File: config.mk
export PLATFORM = sky130hd
export DESIGN_NAME = bus_decode_mux
export DESIGN_NICKNAME = d
export VERILOG_FILES = /design/src/rtl/bus_decode_mux.sv
export SDC_FILE = /design/constraint.sdc
export NUM_CORES = 1
export LEC_CHECK = 0
export CAP_MARGIN = 5
export CELL_PAD_IN_SITES_DETAIL_PLACEMENT = 1
export CELL_PAD_IN_SITES_GLOBAL_PLACEMENT = 2
export CORE_MARGIN = 2
export CORE_UTILIZATION = 15
export CTS_CLUSTER_SIZE = 14
export DETAILED_ROUTE_END_ITERATION = 7
export PLACE_DENSITY = 0.79
export SKIP_LAST_GASP = 1
export SLEW_MARGIN = 20
export SYNTH_ARGS = -nofsm -noshare
export SYNTH_HDL_FRONTEND = slang
export SYNTH_SLANG_ARGS = --single-unit
File: constraint.sdc
create_clock -name clk -period 1.77 [get_ports clk]
set_input_delay 0.2655 -clock clk [delete_from_list [all_inputs] [get_ports clk]]
set_output_delay 0.2655 -clock clk [all_outputs]
set_load 0.02 [all_outputs]
File: src/rtl/bus_decode_mux.sv
// CPU bus glue: decodes the 65C02 address into one-hot slot selects,
// inserts per-slot wait states, merges slot ready and registers read data.
// Ports:
//   clk, reset     clock and synchronous active-high reset
//   cpu_ab/cpu_we  CPU address and write enable
//   cpu_di         read data to CPU (one cycle after completion)
//   cpu_rdy        CPU ready; low stalls the CPU
//   sel            one-hot slot select (combinational)
//   wr_stb         write strobe on the completion cycle of a write
//   slot_do        packed slot read data, slot i at [i*DW +: DW]
//   slot_rdy       per-slot ready
//   err_clr        clears err_flags and err_addr
//   err_flags      sticky {timeout, unmapped}
//   err_addr       address of the first error since the last clear
module bus_decode_mux #(
    parameter int NSLOT = 8,
    parameter int AW = 16,
    parameter int DW = 8,
    parameter logic [NSLOT*AW-1:0] SLOT_BASE = {NSLOT{16'h0000}},
    parameter logic [NSLOT*AW-1:0] SLOT_MASK = {NSLOT{16'hffff}},
    parameter logic [NSLOT*4-1:0] SLOT_WAIT = {NSLOT{4'h0}},
    parameter int TIMEOUT = 255,
    parameter logic [DW-1:0] UNMAP_DATA = 8'hff,
    parameter logic [DW-1:0] ERR_DATA = 8'hff
) (
    input  logic                clk,
    input  logic                reset,
    input  logic [AW-1:0]       cpu_ab,
    input  logic                cpu_we,
    output logic [DW-1:0]       cpu_di,
    output logic                cpu_rdy,
    output logic [NSLOT-1:0]    sel,
    output logic [NSLOT-1:0]    wr_stb,
    input  logic [NSLOT*DW-1:0] slot_do,
    input  logic [NSLOT-1:0]    slot_rdy,
    input  logic                err_clr,
    output logic [1:0]          err_flags,
    output logic [AW-1:0]       err_addr
);

    localparam int IW = (NSLOT > 1) ? $clog2(NSLOT) : 1;

    logic [NSLOT-1:0] hit;
    logic [IW-1:0]    win_idx;
    logic             hit_any;
    logic [3:0]       win_wait;
    logic             win_rdy;

    logic             rdy_q;
    logic [3:0]       wcnt;
    logic [3:0]       ecnt;
    logic [7:0]       tcnt;
    logic             stall;
    logic             force_done;

    logic [NSLOT-1:0] mux_sel;
    logic             err_q;
    logic [DW-1:0]    rd_mux;
    logic [1:0]       err_set;

    // Address windows; the lowest-index hit wins on overlap.
    always_comb begin
        hit = '0;
        win_idx = '0;
        hit_any = 1'b0;
        for (int i = 0; i < NSLOT; i++) begin
            hit[i] = (cpu_ab & SLOT_MASK[i*AW +: AW]) == SLOT_BASE[i*AW +: AW];
        end
        for (int i = NSLOT - 1; i >= 0; i--) begin
            if (hit[i]) begin
                win_idx = IW'(i);
                hit_any = 1'b1;
            end
        end
    end

    assign sel = hit_any ? (NSLOT'(1) << win_idx) : '0;

    // Unmapped accesses complete immediately with no wait states.
    assign win_wait = hit_any ? SLOT_WAIT[win_idx*4 +: 4] : 4'd0;
    assign win_rdy  = hit_any ? slot_rdy[win_idx] : 1'b1;

    // The first cycle of an access loads the slot's wait count;
    // later cycles continue from the registered countdown.
    assign ecnt       = rdy_q ? win_wait : wcnt;
    assign stall      = !((ecnt == 4'd0) && win_rdy);
    assign force_done = stall && (tcnt == 8'(TIMEOUT - 1));
    assign cpu_rdy    = force_done || !stall;

    assign wr_stb = sel & {NSLOT{cpu_we & cpu_rdy}};

    assign err_set = {force_done, cpu_rdy & ~hit_any};

    always_ff @(posedge clk) begin
        if (reset) begin
            rdy_q <= 1'b1;
            wcnt  <= 4'd0;
            tcnt  <= 8'd0;
        end else begin
            rdy_q <= cpu_rdy;
            if (force_done || ecnt == 4'd0) begin
                wcnt <= 4'd0;
            end else begin
                wcnt <= ecnt - 4'd1;
            end
            if (cpu_rdy) begin
                tcnt <= 8'd0;
            end else begin
                tcnt <= tcnt + 8'd1;
            end
        end
    end

    // Read path is captured on completion, giving one-cycle read latency.
    always_ff @(posedge clk) begin
        if (reset) begin
            mux_sel <= '0;
            err_q   <= 1'b0;
        end else if (cpu_rdy) begin
            mux_sel <= sel;
            err_q   <= force_done;
        end
    end

    always_comb begin
        rd_mux = '0;
        for (int i = 0; i < NSLOT; i++) begin
            if (mux_sel[i]) begin
                rd_mux = rd_mux | slot_do[i*DW +: DW];
            end
        end
    end

    assign cpu_di = err_q ? ERR_DATA :
                    (mux_sel == '0) ? UNMAP_DATA : rd_mux;

    // A new error beats a simultaneous clear; the address is only
    // captured for the first error since the flags were last empty.
    always_ff @(posedge clk) begin
        if (reset) begin
            err_flags <= 2'b00;
            err_addr  <= '0;
        end else if (err_set != 2'b00) begin
            err_flags <= (err_clr ? 2'b00 : err_flags) | err_set;
            if (err_clr || err_flags == 2'b00) begin
                err_addr <= cpu_ab;
            end
        end else if (err_clr) begin
            err_flags <= 2'b00;
            err_addr  <= '0;
        end
    end

endmodule

==> qor.yml, run 1 <==
logic_synthesis:
  synth_top_flop_cell: "dfxtp_1"
  yosysWarnings: 0
  yosysSeqAreaShare_pct: 39.3
  synth_edf_count: 0
  netlist_area_um2: 1680
  synth.distinct_cells: 39
  async_flop_share_pct: 0
  synth-seq-cells: 33
  postSynthAreaPerCell_um2: 8.99
  syn-instance-count: 187
die:
  die_y_um: 110
  initial_core_util_pct: 15.4
  io_pins: 135
  die_x_um: 110
  num_rows: 38
  core_area_um2: 10900
  fp.dieArea_um2: 12100
critical_path:
  r2r_slack_ns: 0.02
  worstPathMaxFanout: 3
  crit_path_start_kind: "flip-flop"
  path_class: "reg2out"
  worstPathCellList: "nand2b_4 -> ha_4 -> and2_4 -> o21a_2 -> or2_4 -> buf_6"
  path_buf_inv: 1
  endpoint_kind: "output pin"
  crit_arrival_ns: 1.57
  crit_family: "simple AND/OR/NAND/NOR gates"
  slowest_stage: "dfxtp_2"
  required_ns: 1.50
  crit_path_max_incr_delay_ns: 0.33
routing:
  drt_iter0_drc: 60
  wirelength_um: 5580
  ant_nets: 0
  viasPerCell: 3.92
  drcViolationCount: 0
  wl_per_cell_um: 13.1
  num_vias: 1667
  drt_pass1_iterations: 4
placed_design:
  dp_worst_setup_slack_ns: -0.962
  numPortBuffers: 57
  hpwl_um: 3910
  gp_congestion: 0.761
  post_dp_cell_area_um2: 2600
power_and_ir_drop:
  p_leak_nw: 1.18
  power.density_nw_per_um2: 581
  irDropWorstVdd_v: 0.000223
grt:
  overflow: 0
  first_global_vias: 1660
  grt_pass1_wl_um: 8160
  antenna_found_initial: 0
  grt_use_total_pct: 8.81
  grt_max_degree: 17
timing:
  final.setup.tns_ns: -0.135
  fmax_ghz: 0.544
  hold_violations: 0
  final.setup.worst_slack_ns: -0.0689
  grt_setup_unrepaired: "yes"
  slew_violations: 0
  period_share_pct: 104
  finClkSkew_ns: 0.0107
  period_needed_ns: 1.84
  setup_violations: 2
  whs_ns: 0.267
clock_tree:
  cts.sinks: 33
  cts_buffers: 5
  clock_tree.root_cell: "clkbuf_8"
  path_clk_slew_ns: 0.07
  clk_path_buf_depth: 2
  htreeDepth: 2
  clk_latency_ns: 0.29
  cts_tree: "done"
  cts_hold_buf: 0
layout:
  num_antenna_cells: 0
  fin_area_um2: 2910
  syn2layout_area_growth_pct: 72.9
  nNetsFinal: 380
  drive_above_1_share_pct: 36.1
  n_fill_cell: 1256
hold_path:
  hold_path_class: "in2reg"
status:
  status: "complete, but fails checks"
  violations: "setup timing"
flow_run:
  cap_violations: 0
## metal layers
metal / global-route usage [%] / share of wire [%]
met3: 2.07 / 5.3
met2: 15.7 / 51
met1: 10.6 / 42
met5: 0 / 0
met4: 2.17 / 1.4
## cell usage in the layout, fill, tap and decap left out, drive strengths merged, types with 4 or more instances in the layout
cell type	Yosys	routed
buf	18	49
nand2	20	20
dlymetal6s2s	0	8
nand3	4	4
nor3	13	13
clkbuf	3	8
nand2b	10	10
nor4	4	4
conb	1	14
nor2	5	5
xor2	6	6
clkdlybuf4s50	0	30
dfxtp	33	33
clkdlybuf4s15	0	7
o22ai	16	16
inv	20	20
## metrics by stage
stage	cells	power, mW	utilization, %
floorplan	200	0.960	-
global placement	412	1.09	23.9
detailed placement	412	1.09	23.9
CTS	419	1.68	25.1
global route	425	1.75	26.7
finish	425	1.69	26.7
## worst reg2reg max path, stage by stage (launching register included)
cell      delay, ns
dfxtp_2        0.33
buf_4          0.13
o21bai_4       0.17
buf_6          0.12
and3_4         0.18
buf_6          0.13
o32a_4         0.46
o22ai_2        0.18
## kinds of logic (layout without fill, tap and decap cells)
kind of cell               after synthesis  in the layout  share of synthesized area, %
and+or+nand+nor                         72             72                          23.2
buffers and inverters                   41            125                          13.6
DFF                                     33             33                          39.3
AOI/OAI and AO/OA                       29             30                          17.3
xor gates and xnor gates                 8              8                          4.17
adders and majority gates                3              3                          2.23
other                                    1             14                         0.223
## cells in the mapped netlist (2+ instances only)
library cell   n  share of area, %
dfxtp_1       33                39
xor2_1         6               3.1
o21ai_0        2              0.60
nand2b_1      10               3.7
nand2_1       19               4.2
a2bb2oi_1      2               1.0
nor2b_1        2              0.74
xnor2_1        2               1.0
nand4_1        3               1.1
inv_1         20               4.5
nor3_1        13               3.9
o22ai_2       10               7.4
ha_1           3               2.2
nor2_1         5               1.1
buf_4         15               6.7
clkbuf_1       2              0.45
o22ai_1        6               2.2
buf_6          2               1.3
nor4_1         4               1.5
or2_2          3               1.1
a21oi_1        2              0.60
and3_2         2              0.89
o21bai_1       2              0.89
nand3_1        4               1.2
## final timing paths
kind | endpoint | startpoint | depth (start not counted)
max | cpu_rdy | rdy_q$_SDFF_PP1_ | 6
min | err_addr[14]$_SDFFE_PP0P_ | cpu_ab[14] | 3
min reg2reg | mux_sel[0]$_SDFFE_PP0P_ | mux_sel[0]$_SDFFE_PP0P_ | 2
max reg2reg | err_addr[2]$_SDFFE_PP0P_ | rdy_q$_SDFF_PP1_ | 7
## report_power, final
part	internal (mW)	switching [mW]	leakage, nW
Sequential	0.768	0.0141	0.271
Clock	0.309	0.279	0.0443
Combinational	0.155	0.162	0.864
Total	1.23	0.456	1.18
## cell type report
| cell class | count | area [µm²] | area share, % |
|---|---|---|---|
| clock buffer | 7 | 86.3 | 2.97 |
| inverter | 20 | 75.1 | 2.58 |
| multi-input combinational | 127 | 1000 | 34.5 |
| sequential | 33 | 664 | 22.9 |
| tap | 140 | 175 | 6.03 |
| timing repair buffer | 98 | 903 | 31.1 |
## repair_timing
action / in CTS / in global routing
buffers inserted: 1 / 6
endpoints found under the setup margin: 36 / 33
gates resized for setup: 68 / 34
gates cloned: 1 / 0
pin swaps: 9 / 8
## registers in the layout, summed over array words and instances (netlist names)
| name | count |
|---|---|
| tcnt | 8 |
| mux_sel | 1 |
| wcnt | 4 |
| rdy_q | 1 |
| err_q | 1 |
| err_addr | 16 |
| err_flags | 2 |
No activity file was read; power rests on OpenSTA's default activity.
==> run 2, diff against run 1 <==
--- a/config.mk
+++ b/config.mk
@@ -13,7 +13,6 @@
 export CTS_CLUSTER_SIZE = 14
 export DETAILED_ROUTE_END_ITERATION = 7
 export PLACE_DENSITY = 0.79
-export SKIP_LAST_GASP = 1
 export SLEW_MARGIN = 20
 export SYNTH_ARGS = -nofsm -noshare
 export SYNTH_HDL_FRONTEND = slang
==> run 2 against run 1 <==
  * The run still ends with setup timing left
  * Maximum frequency down 0.47%
  * Global-route usage unchanged
  * Cell count did not move
  * Power about the same
  * Critical path depth unchanged
  * Combinational power hardly changed
  * First-iteration DRC count is 5.0% lower
  * Via count about the same
  * Sequential share of layout area decreased by 0.059 points
  * Core utilization up 0.069 points
  * Largest power group unchanged
==> qor.yml, run 2 (synthesized netlist as in run 1, its figures left out) <==
layout:
  largest_reg_flops: 16  # unchanged
  syn2layout_area_growth_pct: 73.3  # was 72.9%
  final_core_util_pct: 26.8  # was 26.7%
  drive_above_1_share_pct: 36.1  # unchanged
  mostFrequentLayoutCells: "buf_4, dfxtp_1, clkdlybuf4s50_1, inv_1, nand2_1"  # unchanged
  fin_area_um2: 2910  # about the same
  final_common_cell: "buf_4"  # unchanged
  largestRegisters: "err_addr (16), tcnt (8), wcnt (4)"  # unchanged
  regMostFlops: "err_addr"  # unchanged
  num_antenna_cells: 0  # unchanged
  nNetsFinal: 380  # unchanged
routing:
  num_vias: 1666  # was 1,667
  drcViolationCount: 0  # unchanged
  viasPerCell: 3.92  # about the same
  ant_nets: 0  # unchanged
  wl_per_cell_um: 13.1  # about the same
  drt_iter0_drc: 57  # was 60
  drt_pass1_iterations: 4  # unchanged
  wirelength_um: 5580  # about the same
placed_design:
  post_dp_cell_area_um2: 2600  # unchanged
  hpwl_um: 3910  # unchanged
  gp_congestion: 0.761  # unchanged
  numPortBuffers: 57  # unchanged
critical_path:
  startpoint: "rdy_q$_SDFF_PP1_"  # unchanged
  endpoint_kind: "output pin"  # unchanged
  crit_path_max_incr_delay_ns: 0.33  # about the same
  slowest_stage: "dfxtp_2"  # unchanged
  worstPathCellList: "nand2b_4 -> ha_4 -> and2_4 -> o21a_2 -> or2_4 -> buf_6"  # unchanged
  worstPathMaxFanout: 3  # unchanged
  crit_arrival_ns: 1.58  # was 1.57 ns
  crit_path_start_kind: "flip-flop"  # unchanged
  required_ns: 1.50  # about the same
  rr_startpoint: "rdy_q$_SDFF_PP1_"  # unchanged
  path_class: "reg2out"  # unchanged
timing:
  period_needed_ns: 1.85  # was 1.84 ns
  period_share_pct: 104  # about the same
  slew_violations: 0  # unchanged
  setup_violations: 2  # unchanged
  final.setup.worst_slack_ns: -0.0776  # was -0.0689 ns
  final.setup.tns_ns: -0.153  # was -0.135 ns
  fmax_ghz: 0.541  # was 0.544 GHz
  finClkSkew_ns: 0.0107  # unchanged
  hold_violations: 0  # unchanged
  grt_setup_unrepaired: "yes"  # unchanged
grt:
  antenna_found_initial: 0  # unchanged
  use_met2_pct: 15.7  # unchanged
  first_global_vias: 1660  # unchanged
  grt_max_degree: 17  # unchanged
  grt_pass1_wl_um: 8160  # unchanged
  met3_usage_pct: 2.07  # unchanged
  grt_use_total_pct: 8.81  # unchanged
  met1_usage_pct: 10.6  # unchanged
  busiest_layer: "met2"  # unchanged
  overflow: 0  # unchanged
clock_tree:
  cts.sinks: 33  # unchanged
  cts_tree: "done"  # unchanged
  path_clk_slew_ns: 0.07  # about the same
  clock_tree.root_cell: "clkbuf_8"  # unchanged
  clk_path_buf_depth: 2  # unchanged
  htreeDepth: 2  # unchanged
  cts_buffers: 5  # unchanged
  clk_latency_ns: 0.29  # about the same
die:
  core_area_um2: 10900  # unchanged
  initial_core_util_pct: 15.4  # unchanged
  num_rows: 38  # unchanged
  io_pins: 135  # unchanged
  die_x_um: 110  # unchanged
  fp.dieArea_um2: 12100  # unchanged
  die_y_um: 110  # unchanged
power_and_ir_drop:
  irDropWorstVdd_v: 0.000223  # about the same
  power.density_nw_per_um2: 579  # was 581 nW/µm²
  power.total_mw: 1.69  # about the same
  p_leak_nw: 1.18  # about the same
flow_run:
  cap_violations: 0  # unchanged
hold_path:
  holdCritStartpoint: "cpu_ab[14]"  # unchanged
  hold_path_class: "in2reg"  # unchanged
status:
  violations: "setup timing"  # unchanged
  status: "complete, but fails checks"  # unchanged
-- run 2: final cells by class --
| type | instances | area [µm²] |
|---|---|---|
| fillers | 1254 | 7980 |
| multi-input cells | 127 | 1000 |
| repair buffers | 98 | 911 |
| flip-flops and latches | 33 | 664 |
| well taps | 140 | 175 |
| clock buffers | 7 | 86.3 |
| inverters | 20 | 75.1 |
-- run 2: where the power goes --
group          leakage [nW]  internal (mW)  switching, mW
combinational         0.868          0.156          0.162
clock                0.0443          0.309          0.279
sequential            0.271          0.768         0.0141
total                  1.18           1.23          0.456
-- run 2: repair_timing --
| item | 4_1_cts | 5_1_grt |
|---|---|---|
| endpoints found under the setup margin | 36 | 33 |
| cloned | 1 | 0 |
| pin swaps | 9 | 8 |
| hold buffers | 0 | 0 |
| setup buffers | 1 | 6 |
| resized for setup | 68 | 36 |
-- run 2: routing by layer --
metal,vias to the layer above,routed length [µm]
li1,804,-
met5,-,0
met3,7,293
met4,0,78
met1,809,2340
met2,46,2860
-- run 2: path summary, 6_finish.rpt --
path	end	slack, ns	depth (start not counted)
min reg2reg	mux_sel[0]$_SDFFE_PP0P_	0.48	2
min	err_addr[14]$_SDFFE_PP0P_	0.27	3
max	cpu_rdy	-0.08	6
max reg2reg	err_addr[2]$_SDFFE_PP0P_	0.03	7
-- run 2: through the flow --
| step | hold WS [ns] | setup WS [ns] | cells |
|---|---|---|---|
| finish | 0.267 | -0.0776 | 425 |
| global route | 0.270 | -0.129 | 425 |
| CTS | 0.251 | -0.130 | 419 |
| detailed placement | 0.465 | -0.962 | 412 |
| global placement | 0.456 | -0.926 | 412 |
| floorplan | 0.335 | 0.00172 | 200 |
-- run 2: worst max-delay path, delay by kind of cell, from the launching register on --
family	cells	cell delay [ns]
and+or+nand+nor	3	0.54
buffers and inverters	1	0.13
DFF	1	0.33
AOI/OAI and AO/OA	1	0.14
adders and majority gates	1	0.16
